===== src/rtl/pipe_hazard_ctrl.sv =====
// -----------------------------------------------------------------------------
// pipe_hazard_ctrl
//
// Sequencing controller for the 5-stage MIPS pipeline. It drives the load
// enables and flushes of the PC, IF/ID, ID/EX, EX/MEM and MEM/WB registers and
// resolves three events, highest priority first:
//   1. multi-cycle data-memory stalls (req/ready handshake, RUN/MEM_WAIT FSM)
//   2. load-use hazards (one bubble injected into EX)
//   3. taken branches (the wrong-path instruction in IF/ID is flushed)
// It also keeps a saturating count of cycles in which the PC was held.
//
// Optional feature macro: PIPE_MEM_TIMEOUT_EN
//   When defined, a MEM_WAIT lasting MEM_TIMEOUT cycles is aborted. The
//   controller returns to RUN, squashes the access in WB and sets the sticky
//   mem_error flag. When undefined, MEM_WAIT lasts until mem_ready and
//   mem_error is tied to 0.
//
// Parameters:
//   CNT_W        width of stall_cycles
//   MEM_TIMEOUT  MEM_WAIT cycles before abort (timeout build only)
//
// Ports:
//   clk, rst            rising-edge clock, asynchronous active-high reset
//   id_rs, id_rt        source registers of the instruction in ID
//   ex_mem_read         instruction in EX is a load
//   ex_write_address    destination register of the instruction in EX
//   branch_taken        ID resolved a taken branch/jump
//   mem_access          instruction in MEM is a load/store
//   mem_ready           data memory completes its access this cycle
//   mem_req             data-memory request (follows mem_access)
//   *_ld_en             pipeline register load enables
//   *_flush             pipeline register flushes
//   stall_cycles        saturating count of cycles with pc_ld_en = 0
//   mem_error           sticky memory-timeout flag
// -----------------------------------------------------------------------------
module pipe_hazard_ctrl #(
  parameter int CNT_W       = 16,
  parameter int MEM_TIMEOUT = 64
) (
  input  logic             clk,
  input  logic             rst,
  input  logic [4:0]       id_rs,
  input  logic [4:0]       id_rt,
  input  logic             ex_mem_read,
  input  logic [4:0]       ex_write_address,
  input  logic             branch_taken,
  input  logic             mem_access,
  input  logic             mem_ready,
  output logic             mem_req,
  output logic             pc_ld_en,
  output logic             if_id_ld_en,
  output logic             id_ex_ld_en,
  output logic             ex_mem_ld_en,
  output logic             mem_wb_ld_en,
  output logic             if_id_flush,
  output logic             id_ex_flush,
  output logic             mem_wb_flush,
  output logic [CNT_W-1:0] stall_cycles,
  output logic             mem_error
);

  typedef enum logic [0:0] {
    RUN      = 1'b0,
    MEM_WAIT = 1'b1
  } state_t;

  state_t state, state_nxt;
  logic   load_use;
  logic   mem_stall;
  logic   timeout;

  // Register 0 is hardwired to zero, so a load targeting it never creates a
  // real dependency.
  assign load_use = ex_mem_read && (ex_write_address != 5'd0) &&
                    ((ex_write_address == id_rs) || (ex_write_address == id_rt));

`ifdef PIPE_MEM_TIMEOUT_EN
  localparam int WAIT_W = $clog2(MEM_TIMEOUT + 1);

  logic [WAIT_W-1:0] wait_cnt;

  // Fires in the MEM_WAIT cycle after MEM_TIMEOUT stalled wait cycles; a late
  // mem_ready in that same cycle still completes the access normally.
  assign timeout = (state == MEM_WAIT) && !mem_ready &&
                   (wait_cnt == WAIT_W'(MEM_TIMEOUT));

  // The counter is held at zero in RUN, so every MEM_WAIT entry starts fresh.
  always_ff @(posedge clk or posedge rst) begin
    if (rst) begin
      wait_cnt  <= '0;
      mem_error <= 1'b0;
    end else begin
      if (state == RUN) begin
        wait_cnt <= '0;
      end else if (!timeout) begin
        wait_cnt <= wait_cnt + 1'b1;
      end
      if (timeout) begin
        mem_error <= 1'b1;
      end
    end
  end
`else
  assign timeout   = 1'b0;
  assign mem_error = 1'b0;
`endif

  // In RUN the stall needs a live access; once in MEM_WAIT the access is
  // already committed, so only mem_ready releases it.
  assign mem_stall = !timeout &&
                     (((state == RUN) && mem_access && !mem_ready) ||
                      ((state == MEM_WAIT) && !mem_ready));

  assign mem_req = mem_access;

  // NOTE: sequential state uses non-blocking (<=) so every register samples
  // the pre-edge values; the combinational block below uses blocking (=).
  always_ff @(posedge clk or posedge rst) begin
    if (rst) begin
      state <= RUN;
    end else begin
      state <= state_nxt;
    end
  end

  // NOTE: every output gets a default before the priority chain, so no path
  // leaves a signal unassigned and no latch is inferred.
  always_comb begin
    state_nxt    = state;
    pc_ld_en     = 1'b1;
    if_id_ld_en  = 1'b1;
    id_ex_ld_en  = 1'b1;
    ex_mem_ld_en = 1'b1;
    mem_wb_ld_en = 1'b1;
    if_id_flush  = 1'b0;
    id_ex_flush  = 1'b0;
    mem_wb_flush = 1'b0;

    if (timeout) begin
      // Treat the aborted access as done, but keep it out of WB.
      mem_wb_flush = 1'b1;
      state_nxt    = RUN;
    end else if (mem_stall) begin
      // Freeze everything up to MEM; WB keeps draining and receives a bubble.
      pc_ld_en     = 1'b0;
      if_id_ld_en  = 1'b0;
      id_ex_ld_en  = 1'b0;
      ex_mem_ld_en = 1'b0;
      mem_wb_flush = 1'b1;
      state_nxt    = MEM_WAIT;
    end else begin
      state_nxt = RUN;
      if (load_use) begin
        // Hold PC and IF/ID; the branch (if any) re-resolves next cycle.
        pc_ld_en    = 1'b0;
        if_id_ld_en = 1'b0;
        id_ex_flush = 1'b1;
      end else if (branch_taken) begin
        if_id_flush = 1'b1;
      end
    end
  end

  // Saturating stall counter; never wraps back to zero.
  always_ff @(posedge clk or posedge rst) begin
    if (rst) begin
      stall_cycles <= '0;
    end else if (!pc_ld_en && (stall_cycles != {CNT_W{1'b1}})) begin
      stall_cycles <= stall_cycles + 1'b1;
    end
  end

endmodule


===== config.mk =====
export PLATFORM = sky130hd
export DESIGN_NAME = pipe_hazard_ctrl
export DESIGN_NICKNAME = d
export VERILOG_FILES = /design/src/rtl/pipe_hazard_ctrl.sv
export SDC_FILE = /design/constraint.sdc
export NUM_CORES = 1
export LEC_CHECK = 0
export BUFFER_PORTS_ARGS = -buffer_cell sky130_fd_sc_hd__buf_2
export CORE_MARGIN = 2
export CORE_UTILIZATION = 46
export CTS_CLUSTER_DIAMETER = 40
export DETAILED_ROUTE_END_ITERATION = 7
export PLACE_DENSITY = 0.78
export SETUP_SLACK_MARGIN = 0.3
export SLEW_MARGIN = 20
export SYNTH_ARGS = -nofsm -noshare
export SYNTH_HDL_FRONTEND = slang
export SYNTH_SLANG_ARGS = --single-unit

===== constraint.sdc =====
create_clock -name clk -period 2.38 [get_ports clk]
set_input_delay 0.119 -clock clk [delete_from_list [all_inputs] [get_ports clk]]
set_output_delay 0.119 -clock clk [all_outputs]
set_load 0.03 [all_outputs]

# --- Word level (Yosys, flattened, before mapping) ---
# Cells that the tools add are included.
word_totals:
  output_inout_bits: 26
  word_cells: 27
  input_bits: 21
  reg_bits: 17
classes:
  bitwise_logic: 1
  eq_ne: 3
  add_sub_neg: 1
  reduce_logical: 11
  muxes: 9
op_table:
  columns: ["cell", "count"]
  rows:
  - ["adder 16 x 1 -> 16 bit, second input constant", 1]
  - ["inequality test 16 bit, second input constant", 1]
  - ["equality test 5 bit", 2]
  - ["two-way mux 1 bit", 9]
  - ["logical AND 1 bit", 6]
  - ["nonzero test 5 bit", 1]
  - ["zero test 1 bit", 2]
  - ["logical OR 1 bit", 2]
  - ["inverter 1 bit", 1]

# --- Longest topological paths before layout ---
# Gate-level depths: netlist of run 1.
depth:
  word_depth: 7
  mapped_depth: 8
  ltp_nobuf: 7

# --- Least setup slack after synthesis of run 1 ---
# Ideal clock, no wire load.
synth_timing:
  kind: "reg2reg"
  from: "register stall_cycles[0]"
  to: "register stall_cycles[1]"
  setup_time_ns: 0.125
  n_path_buf: 0
  path_stages_with_launch: 7
  slack_ns: 0.373
  arrival_ns: 1.882
  required_time_ns: 2.255
  period_less_slack_ns: 2.007
  path_cell_list: "dfrtp_1 > ha_1 > and4_1 > nand3_1 > nor2_1 > nor2_2 > mux2_4"
synth_via:
  elab_chain_len: 2
  word_cells_on_any_way: 3
  cone_classes: "add/sub (1); eq/ne (1); reduce/logical (1)"
synth_lines:
  columns: ["element", "line", "text"]
  rows:
  - ["start: declaration", "58", "output logic [CNT_W-1:0] stall_cycles,"]
  - ["start signal: assignment", "169", "stall_cycles <= stall_cycles + 1'b1;"]
  - ["parallel branches: the longest is 2 deep, another holds adder 16 x 1 -> 16 bit", null, null]
# Several ways; the timed one is not identified.
# A chain may end at the register's enable or synchronous reset.

# --- Final worst setup path of run 1 ---
layout_timing:
  from: "register stall_cycles[0]"
  to: "register stall_cycles[2]"
# Same word-level chain as after synthesis.

==> impl_metrics.json, run 1 <==
{
  "ys_seq_elements": 17,
  "maxCapViolCount": 0,
  "start_util_pct": 48.4,
  "synthesis.area_um2": 1070,
  "antenna_found_initial": 0,
  "die-area_um2": 2730,
  "grt_max_degree": 18,
  "rows": 17,
  "drt_iter0_markers": 13,
  "yosysTopAreaCellShare_pct": 39.7,
  "synth_xor_area_share_pct": 16.4,
  "fin_nets": 174,
  "hold_depth": 2,
  "syn_nets": 130,
  "synth_compound_area_share_pct": 7.13,
  "cp.arrival_ns": 2.10,
  "crit_fanout": 7,
  "worst_slew_pin_slew_ns": 0.629,
  "seq_area_frac_synth_pct": 39.7,
  "min_period_over_period_pct": 80.3,
  "cts.path.max_buffers": 2,
  "cp_slowest_stage_delay_ns": 0.43,
  "port_buffers": 44,
  "worst_setup_path_end_kind": "flip-flop",
  "gr-usage-all-layers_pct": 17.6,
  "p_sw_share_pct": 42.6,
  "peakVddDrop_uv": 563,
  "pwr-share-clk_pct": 16.1,
  "wirelength_mm": 2.31,
  "cts_setup_buffers": 0,
  "min_path_type": "in2reg",
  "grt_pass1_wl_mm": 3.57,
  "synthCells": 108,
  "switching_power_w": 0.000417,
  "setup_violations": 0,
  "routabilityCongestion": 0.796,
  "synth_edf_count": 0,
  "synth_area_per_cell_um2": 9.92,
  "startpoint_type": "flip-flop",
  "synthTopCellsByArea": "dfrtp_1, xnor2_1, xor2_1, nand3_1, nand2_1",
  "dr.pass1.iters": 4,
  "wl_per_cell_um": 12.9,
  "power.leakage_nw": 0.633,
  "htreeDepth": 1,
  "synth_common_cells": "dfrtp_1, xnor2_1, nand2_1, nand3_1, nor2_1",
  "die_h_um": 52.3,
  "coreArea_um2": 2210,
  "drive_gt1_share_pct": 38.4,
  "synthAdderAreaFrac_pct": 1.17,
  "cts_tree": "built",
  "clk_pin_slew_worst_paths_ns": 0.10,
  "ys.warnings.count": 0,
  "required_ns": 2.57,
  "fmax_ghz": 0.523,
  "yosysMostFrequentCell": "dfrtp_1",
  "final_hold_viol_count": 0,
  "power_w": 0.000978,
  "clk_latency_ns": 0.30,
  "diodes": 0,
  "ys_types": 35,
  "status": "completed",
  "grt_pass1_vias": 857,
  "synthFlopType": "dfrtp_1",
  "p_int_w": 0.000562,
  "fillers": 192,
  "root_buffer": "clkbuf_4",
  "drc": 0,
  "final-max-slew-violation-count": 0,
  "yosys.area_share.simple_pct": 24.3,
  "async_flop_share_pct": 100,
  "clock_sinks": 17,
  "yosysTopAreaCell": "dfrtp_1",
  "die_w_um": 52.3,
  "dp_hpwl_mm": 1.82,
  "vias": 916,
  "grt_setup_unrepaired": "false",
  "ios": 47,
  "viasPerCell": 5.12,
  "ant_nets": 0,
  "seqPwrFrac_pct": 42.8,
  "muxShareOfSynthArea_pct": 3.39,
  "crit_path_top_delay_cell": "dfrtp_1",
  "synth_top_family_by_area": "simple AND/OR/NAND/NOR gates",
  "syn_to_final_growth_pct": 22.5,
  "fin_crit_ns": 1.91,
  "power.density_nw_per_um2": 745,
  "pwr-share-comb_pct": 41.1,
  "overflow": 0,
  "fin_tns_setup_ns": 0,
  "crit_chain": "ha_1, and4_1, nand3_2, or2_2, nand2_1, a21boi_0, o32a_1",
  "relSlewSlack_pct": 58.0,
  "worstRegToRegCells": 7,
  "cts_buffers": 3,
  "path_class": "reg2reg",
  "fin_skew_ns": 0.00459
}
==> flip-flops by register name, indices dropped and copies added, names as in the netlist <==
register / cells
state: 1
stall_cycles: 16
==> layer usage <==
| layer | wire [µm] | part of all wire, % | track usage [%] |
|---|---|---|---|
| met5 | 0 | 0 | 0 |
| met4 | 22 | 0.95 | 5.56 |
| met3 | 191 | 8.3 | 2.86 |
| met2 | 1080 | 47 | 32.5 |
| met1 | 1010 | 44 | 20.6 |
==> cell families after synthesis <==
logic type,Yosys count
adder cells (fa/ha/maj),1
XOR/XNOR,20
buffers and inverters,10
multiplexers,3
AND/OR/NAND/NOR,47
other,2
AO/OA/AOI/OAI,8
flip-flops,17
==> cells in the final DEF (no fill, tap or decap), types with 2 or more instances in the layout <==
cell and instances:
nand3_1 8, nand2_1 12, xor2_1 6, nor4b_2 2
nor2_2 2, conb_1 2, inv_1 3, nor3_1 2
and3_1 3, o32a_1 2, xnor2_1 14, dfrtp_1 17
buf_2 44, clkbuf_4 3, and4_1 2, nand2b_1 2
nor2_1 6
==> area by class of cell <==
class	instances	area [µm²]	area share, %
tap	28	35.0	2.67
clock buffer	4	26.3	2.00
timing repair buffer	45	230	17.5
multi-input combinational	81	576	43.9
sequential	17	425	32.4
inverter	4	20.0	1.53
==> through the flow <==
step | util [%] | area (µm²) | worst slack, ns | hold slack [ns] | instances
finish | 59.3 | 1310 | 0.469 | 0.0487 | 179
detailed placement | 57.4 | 1270 | 0.369 | 0.236 | 174
floorplan | - | 1070 | 0.373 | 0.0451 | 108
global placement | 57.4 | 1270 | 0.473 | 0.226 | 174
global route | 59.3 | 1310 | 0.340 | 0.0621 | 179
CTS | 59.0 | 1310 | 0.346 | 0.0597 | 179
==> path summary, 6_finish.rpt <==
kind | endpoint | start | slack [ns]
min | state | mem_ready | 0.05
min in group asynchronous | stall_cycles[2] | rst | 0.43
max reg2reg | stall_cycles[2] | stall_cycles[0] | 0.47
min reg2reg | stall_cycles[10] | stall_cycles[10] | 0.49
max | stall_cycles[2] | stall_cycles[0] | 0.47
max in group asynchronous | stall_cycles[11] | rst | 1.54
==> worst max-delay path, delay by kind of cell, from the launching register on <==
kind	cells	cell delay (ns)
adder cells (fa/ha/maj)	1	0.22
AO/OA/AOI/OAI	2	0.28
flip-flops	1	0.43
AND/OR/NAND/NOR	4	0.88
==> power groups by stage <==
stage | clock network, W | logic, W | registers (W)
2_1_floorplan | 0 | 0.000186 | 0.000520
3_3_place_gp | 0 | 0.000390 | 0.000415
3_5_place_dp | 0 | 0.000403 | 0.000420
4_1_cts | 0.000156 | 0.000406 | 0.000415
5_1_grt | 0.000169 | 0.000428 | 0.000432
6_report | 0.000158 | 0.000402 | 0.000418
==> what timing repair did <==
action / in CTS / in global routing
hold buffers: 1 / 0
resized for setup: 0 / 2
hold endpoints to repair: 17 / 0
setup endpoints to repair: 0 / 4
Power figures use the tool's default switching activity.
==> run 2: changes to the inputs <==
- clock period: 2.38 -> 1.8 ns (I/O delays scaled with it)
==> run 2 against run 1 <==
Effect of this change: hold slack better by 0.19 ns; power up 45%; first-iteration DRC count down 31%; maximum frequency up 15%; wire length up 13%; register-to-register slack worse by 0.33 ns; critical endpoint is now stall_cycles[14]; largest cell class unchanged; highest routed layer unchanged.
==> impl_metrics.json, run 2 (synthesis results as in run 1) <==
{
  "drive_gt1_share_pct": 56.1,
  "fillers": 163,
  "cp.arrival_ns": 1.84,
  "setup_violations": 0,
  "placed_area_um2": 1340,
  "min_path_type": "in2reg",
  "die_h_um": 52.3,
  "cts_buffers": 3,
  "min_period_over_period_pct": 92.5,
  "multi_input_area_um2": 678,
  "root_buffer": "clkbuf_4",
  "mostFrequentLayoutCell": "buf_2",
  "grt_setup_unrepaired": "true",
  "crit_fanout": 6,
  "worst_slew_pin_slew_ns": 0.637,
  "relSlewSlack_pct": 57.5,
  "ios": 47,
  "peakVddDrop_uv": 997,
  "seqCellArea_um2": 432,
  "viasPerCell": 4.96,
  "overflow": 0,
  "path_class": "reg2reg",
  "layout_common_cells": "buf_2, buf_4, xnor2_1, dfrtp_1, nand2_1",
  "wirelength_mm": 2.60,
  "start_util_pct": 48.4,
  "rows": 17,
  "syn_to_final_growth_pct": 50.0,
  "fin_nets": 196,
  "dp_hpwl_mm": 1.74,
  "preCtsSetupSlack_ns": 0.0150,
  "die-area_um2": 2730,
  "grt_pass1_vias": 944,
  "final_cell_area_um2": 1610,
  "final-max-slew-violation-count": 0,
  "coreArea_um2": 2210,
  "maxCapViolCount": 0,
  "cts_tree": "built",
  "fin_crit_ns": 1.67,
  "largest_register_ffs": 16,
  "fin_tns_setup_ns": 0,
  "diodes": 0,
  "drt_iter0_markers": 9,
  "clk_pin_slew_worst_paths_ns": 0.10,
  "cts.path.max_buffers": 2,
  "startpoint_type": "flip-flop",
  "largestRegisters": "stall_cycles x16, state x1",
  "fmax_ghz": 0.600,
  "final_hold_viol_count": 0,
  "wl_per_cell_um": 13.0,
  "worst_setup_path_end_kind": "flip-flop",
  "status": "completed",
  "die_w_um": 52.3,
  "htreeDepth": 1,
  "grt_pass1_wl_mm": 4.02,
  "power.density_nw_per_um2": 881,
  "ant_nets": 0,
  "antenna_found_initial": 0,
  "layout_setup_ws_ns": 0.135,
  "drc": 0,
  "power.leakage_nw": 0.803,
  "dr.pass1.iters": 4,
  "grt_max_degree": 18,
  "routabilityCongestion": 0.740,
  "clk_latency_ns": 0.29,
  "vias": 996,
  "clock_sinks": 17,
  "gr-usage-all-layers_pct": 19.9,
  "port_buffers": 44,
  "regMostFlops": "stall_cycles",
  "required_ns": 1.97,
  "fin_skew_ns": 0.00449
}
-- run 2: cell types whose count changed in the layout (fill, tap and decap cells not counted), sizes merged --
| cell | previous run | this run |
|---|---|---|
| dlygate4sd3 | 1 | 2 |
| buf | 44 | 65 |
-- run 2: routing by layer --
layer	global-route usage (%)	wire (µm)	vias to the layer above
li1	-	-	494
met1	25.1	1050	475
met2	35.4	1420	23
met3	2.00	100	4
met4	6.84	31	0
met5	0	0	-
-- run 2: path summary, 6_finish.rpt --
path                       cells past startpoint               end  slack [ns]              from
min in group asynchronous                      3   stall_cycles[8]        0.42               rst
hold reg to reg                                1  stall_cycles[15]        0.51  stall_cycles[15]
max in group asynchronous                      3   stall_cycles[7]        0.93               rst
setup reg to reg                               5  stall_cycles[14]        0.13   stall_cycles[0]
setup / recovery                               5  stall_cycles[14]        0.13   stall_cycles[0]
hold / removal                                 5   stall_cycles[4]        0.24         mem_ready
-- run 2: worst max-delay path: stages, from the launching register on --
cell     delay (ns)
dfrtp_2        0.40
ha_4           0.13
and4_4         0.25
nand3_4        0.10
or3_1          0.37
mux2_1         0.31
-- run 2: metrics by stage --
stage	cells	hold WS [ns]	util (%)	total power, W
floorplan	108	0.0157	-	0.000978
global placement	178	0.203	60.6	0.00111
detailed placement	178	0.204	60.6	0.00113
CTS	196	0.227	69.1	0.00140
global route	201	0.238	72.6	0.00151
finish	201	0.239	72.6	0.00142
-- run 2: what timing repair did --
action,in CTS,in global routing
endpoints found under the hold margin,18,0
hold buffers,2,0
buffers inserted,12,5
endpoints found under the setup margin,16,17
cloned,0,0
gates resized for setup,13,8
pin swaps,11,6
-- run 2: where the power goes --
part           internal [W]  switching [W]
registers          0.000462      0.0000912
logic              0.000290       0.000371
clock network     0.0000861       0.000115
-- run 2: final cells by class --
type / count / share of cell area (%)
timing repair buffer: 67 / 25.9
multi-input combinational: 81 / 42.2
inverter: 4 / 1.25
tap: 28 / 2.18
clock buffer: 4 / 1.64
sequential: 17 / 26.9
==> run 3: changes to the inputs <==
- CORE_ASPECT_RATIO: unset -> 0.7
- clock period: 1.8 -> 1.73 ns (I/O delays scaled with it)
==> run 3 against run 2 <==
Effect of this change: via count grew 16%; wire length grew 44%; maximum frequency shrank 3.4%; global-route usage grew 6.2 points; highest routed layer unchanged; clock power grew 12%; sequential cell count is the same; sequential power grew 6.3%; non-clock buffer count grew 12; sequential share of layout area shrank 2.9 points; cell count grew 8.0%; count of clock-buffer cells in the layout is the same.
==> impl_metrics.json, run 3 (synthesis results as in run 1) <==
{
  "setup.worst_path.end": "stall_cycles[1]",
  "die_h_um": 44.4,
  "wl_met3_um": 264,
  "grt_setup_unrepaired": "true",
  "vias": 1157,
  "power.density_nw_per_um2": 878,
  "top_layer": "met4",
  "gr-usage-all-layers_pct": 26.1,
  "wl_per_cell_um": 17.2,
  "fmax_ghz": 0.580,
  "crit_start": "stall_cycles[1]",
  "clk_latency_ns": 0.31,
  "rows": 14,
  "fin_crit_ns": 1.72,
  "diodes": 0,
  "largestRegisters": "stall_cycles x16, state x1",
  "dp_hpwl_mm": 2.04,
  "dpl.cell_count": 192,
  "met1_length_mm": 1.59,
  "drive_gt1_share_pct": 63.8,
  "ios": 47,
  "grt_pass1_vias": 1120,
  "r2r_end": "stall_cycles[1]",
  "htreeDepth": 1,
  "relSlewSlack_pct": 56.2,
  "hold_slack_ns": 0.0805,
  "required_ns": 1.91,
  "peakVddDrop_uv": 789,
  "power.leakage_nw": 0.898,
  "reg2reg_from": "stall_cycles[1]",
  "port_buffers": 44,
  "fin_tns_setup_ns": 0,
  "grt_pass1_wl_mm": 5.21,
  "regMostFlops": "stall_cycles",
  "mostFrequentLayoutCell": "buf_2",
  "routabilityCongestion": 0.821,
  "syn_to_final_growth_pct": 68.5,
  "clock_sinks": 17,
  "coreArea_um2": 2170,
  "worstRegToRegCells": 7,
  "drt_iter0_markers": 67,
  "setup_violations": 0,
  "fin_nets": 208,
  "min_period_over_period_pct": 99.6,
  "fin_skew_ns": 0.0204,
  "crit_fanout": 5,
  "status": "completed",
  "multi_input_area_um2": 727,
  "startpoint_type": "flip-flop",
  "stdcell_count": 217,
  "overflow": 0,
  "min_path_type": "in2reg",
  "die-area_um2": 2740,
  "placed_area_um2": 1420,
  "layout_common_cells": "buf_2, buf_4, xnor2_1, buf_6, dfrtp_1",
  "final-max-slew-violation-count": 0,
  "wirelength_mm": 3.74,
  "ant_nets": 0,
  "die_w_um": 61.7,
  "worst_slew_pin_slew_ns": 0.656,
  "viasPerCell": 5.33,
  "cp.arrival_ns": 1.90,
  "antenna_found_initial": 0,
  "fillers": 130,
  "path_class": "reg2reg",
  "drc": 0,
  "r2r_slack_ns": 0.007,
  "start_util_pct": 49.3,
  "clk_pin_slew_worst_paths_ns": 0.12,
  "final_hold_viol_count": 0,
  "cts_buffers": 3,
  "wl_met2_mm": 1.84,
  "grt_max_degree": 18,
  "worst_setup_path_end_kind": "flip-flop",
  "maxCapViolCount": 0,
  "dr.pass1.iters": 4,
  "cts_tree": "built",
  "largest_register_ffs": 16,
  "cts.path.max_buffers": 2,
  "final_cell_area_um2": 1800,
  "root_buffer": "clkbuf_4",
  "seqCellArea_um2": 432
}
-- run 3: cell types whose count changed in the layout (fill, tap and decap cells not counted), moves of 2 or more --
| cell | change |
|---|---|
| buf_6 | +11 |
| buf_4 | +4 |
| buf_2 | -3 |
| nand3_1 | -2 |
| nand3_2 | +2 |
| nor2_1 | -2 |
| nor2_4 | +2 |
-- run 3: worst max-delay path, cell delays in order (launching register included) --
cell     delay [ns]
dfrtp_2        0.39
ha_4           0.14
and4_4         0.26
nand3_4        0.11
buf_6          0.15
nor2_4         0.18
nor2_4         0.07
mux2_4         0.29
-- run 3: cell type report --
class / count / area share (%)
timing repair buffer: 79 / 31.0
clock buffer: 4 / 1.46
tap: 32 / 2.22
sequential: 17 / 23.9
inverter: 4 / 1.11
multi-input combinational: 81 / 40.3
-- run 3: stage by stage --
stage | total power, W | util (%) | worst slack, ns
after CTS | 0.00152 | 78.6 | 0.0447
after global placement | 0.00120 | 65.4 | -0.00856
after floorplan | 0.00102 | - | -0.0627
final | 0.00158 | 83.1 | 0.00678
after global routing | 0.00167 | 83.1 | -0.0492
after detailed placement | 0.00121 | 65.4 | -0.0431
-- run 3: what timing repair did --
action | in CTS | in global routing
endpoints found under the hold margin | 17 | 0
hold buffers | 1 | 0
gates cloned | 0 | 0
gates resized for setup | 33 | 16
setup buffers | 15 | 5
pin swaps | 13 | 14
endpoints found under the setup margin | 19 | 22
-- run 3: metal layers --
layer / vias up / GRT usage, %
li1: 517 / -
met1: 564 / 34.3
met2: 70 / 42.3
met3: 6 / 7.02
met4: 0 / 7.66
met5: - / 0
-- run 3: worst min path at each step --
stage	to	depth (start not counted)	startpoint	slack [ns]
finish	state	3	mem_ready	0.08
floorplan	stall_cycles[10]	1	rst	0.01
global route	state	3	mem_ready	0.08
global placement	stall_cycles[2]	2	rst	0.22
detailed placement	stall_cycles[10]	2	rst	0.21
CTS	state	3	mem_ready	0.1
-- run 3: report_power, final --
group / internal (W) / switching, W / total [W] / leakage (nW)
Combinational: 0.000340 / 0.000430 / 0.000770 / 0.675
Clock: 0.0000899 / 0.000136 / 0.000226 / 0.0150
Sequential: 0.000481 / 0.000108 / 0.000589 / 0.209
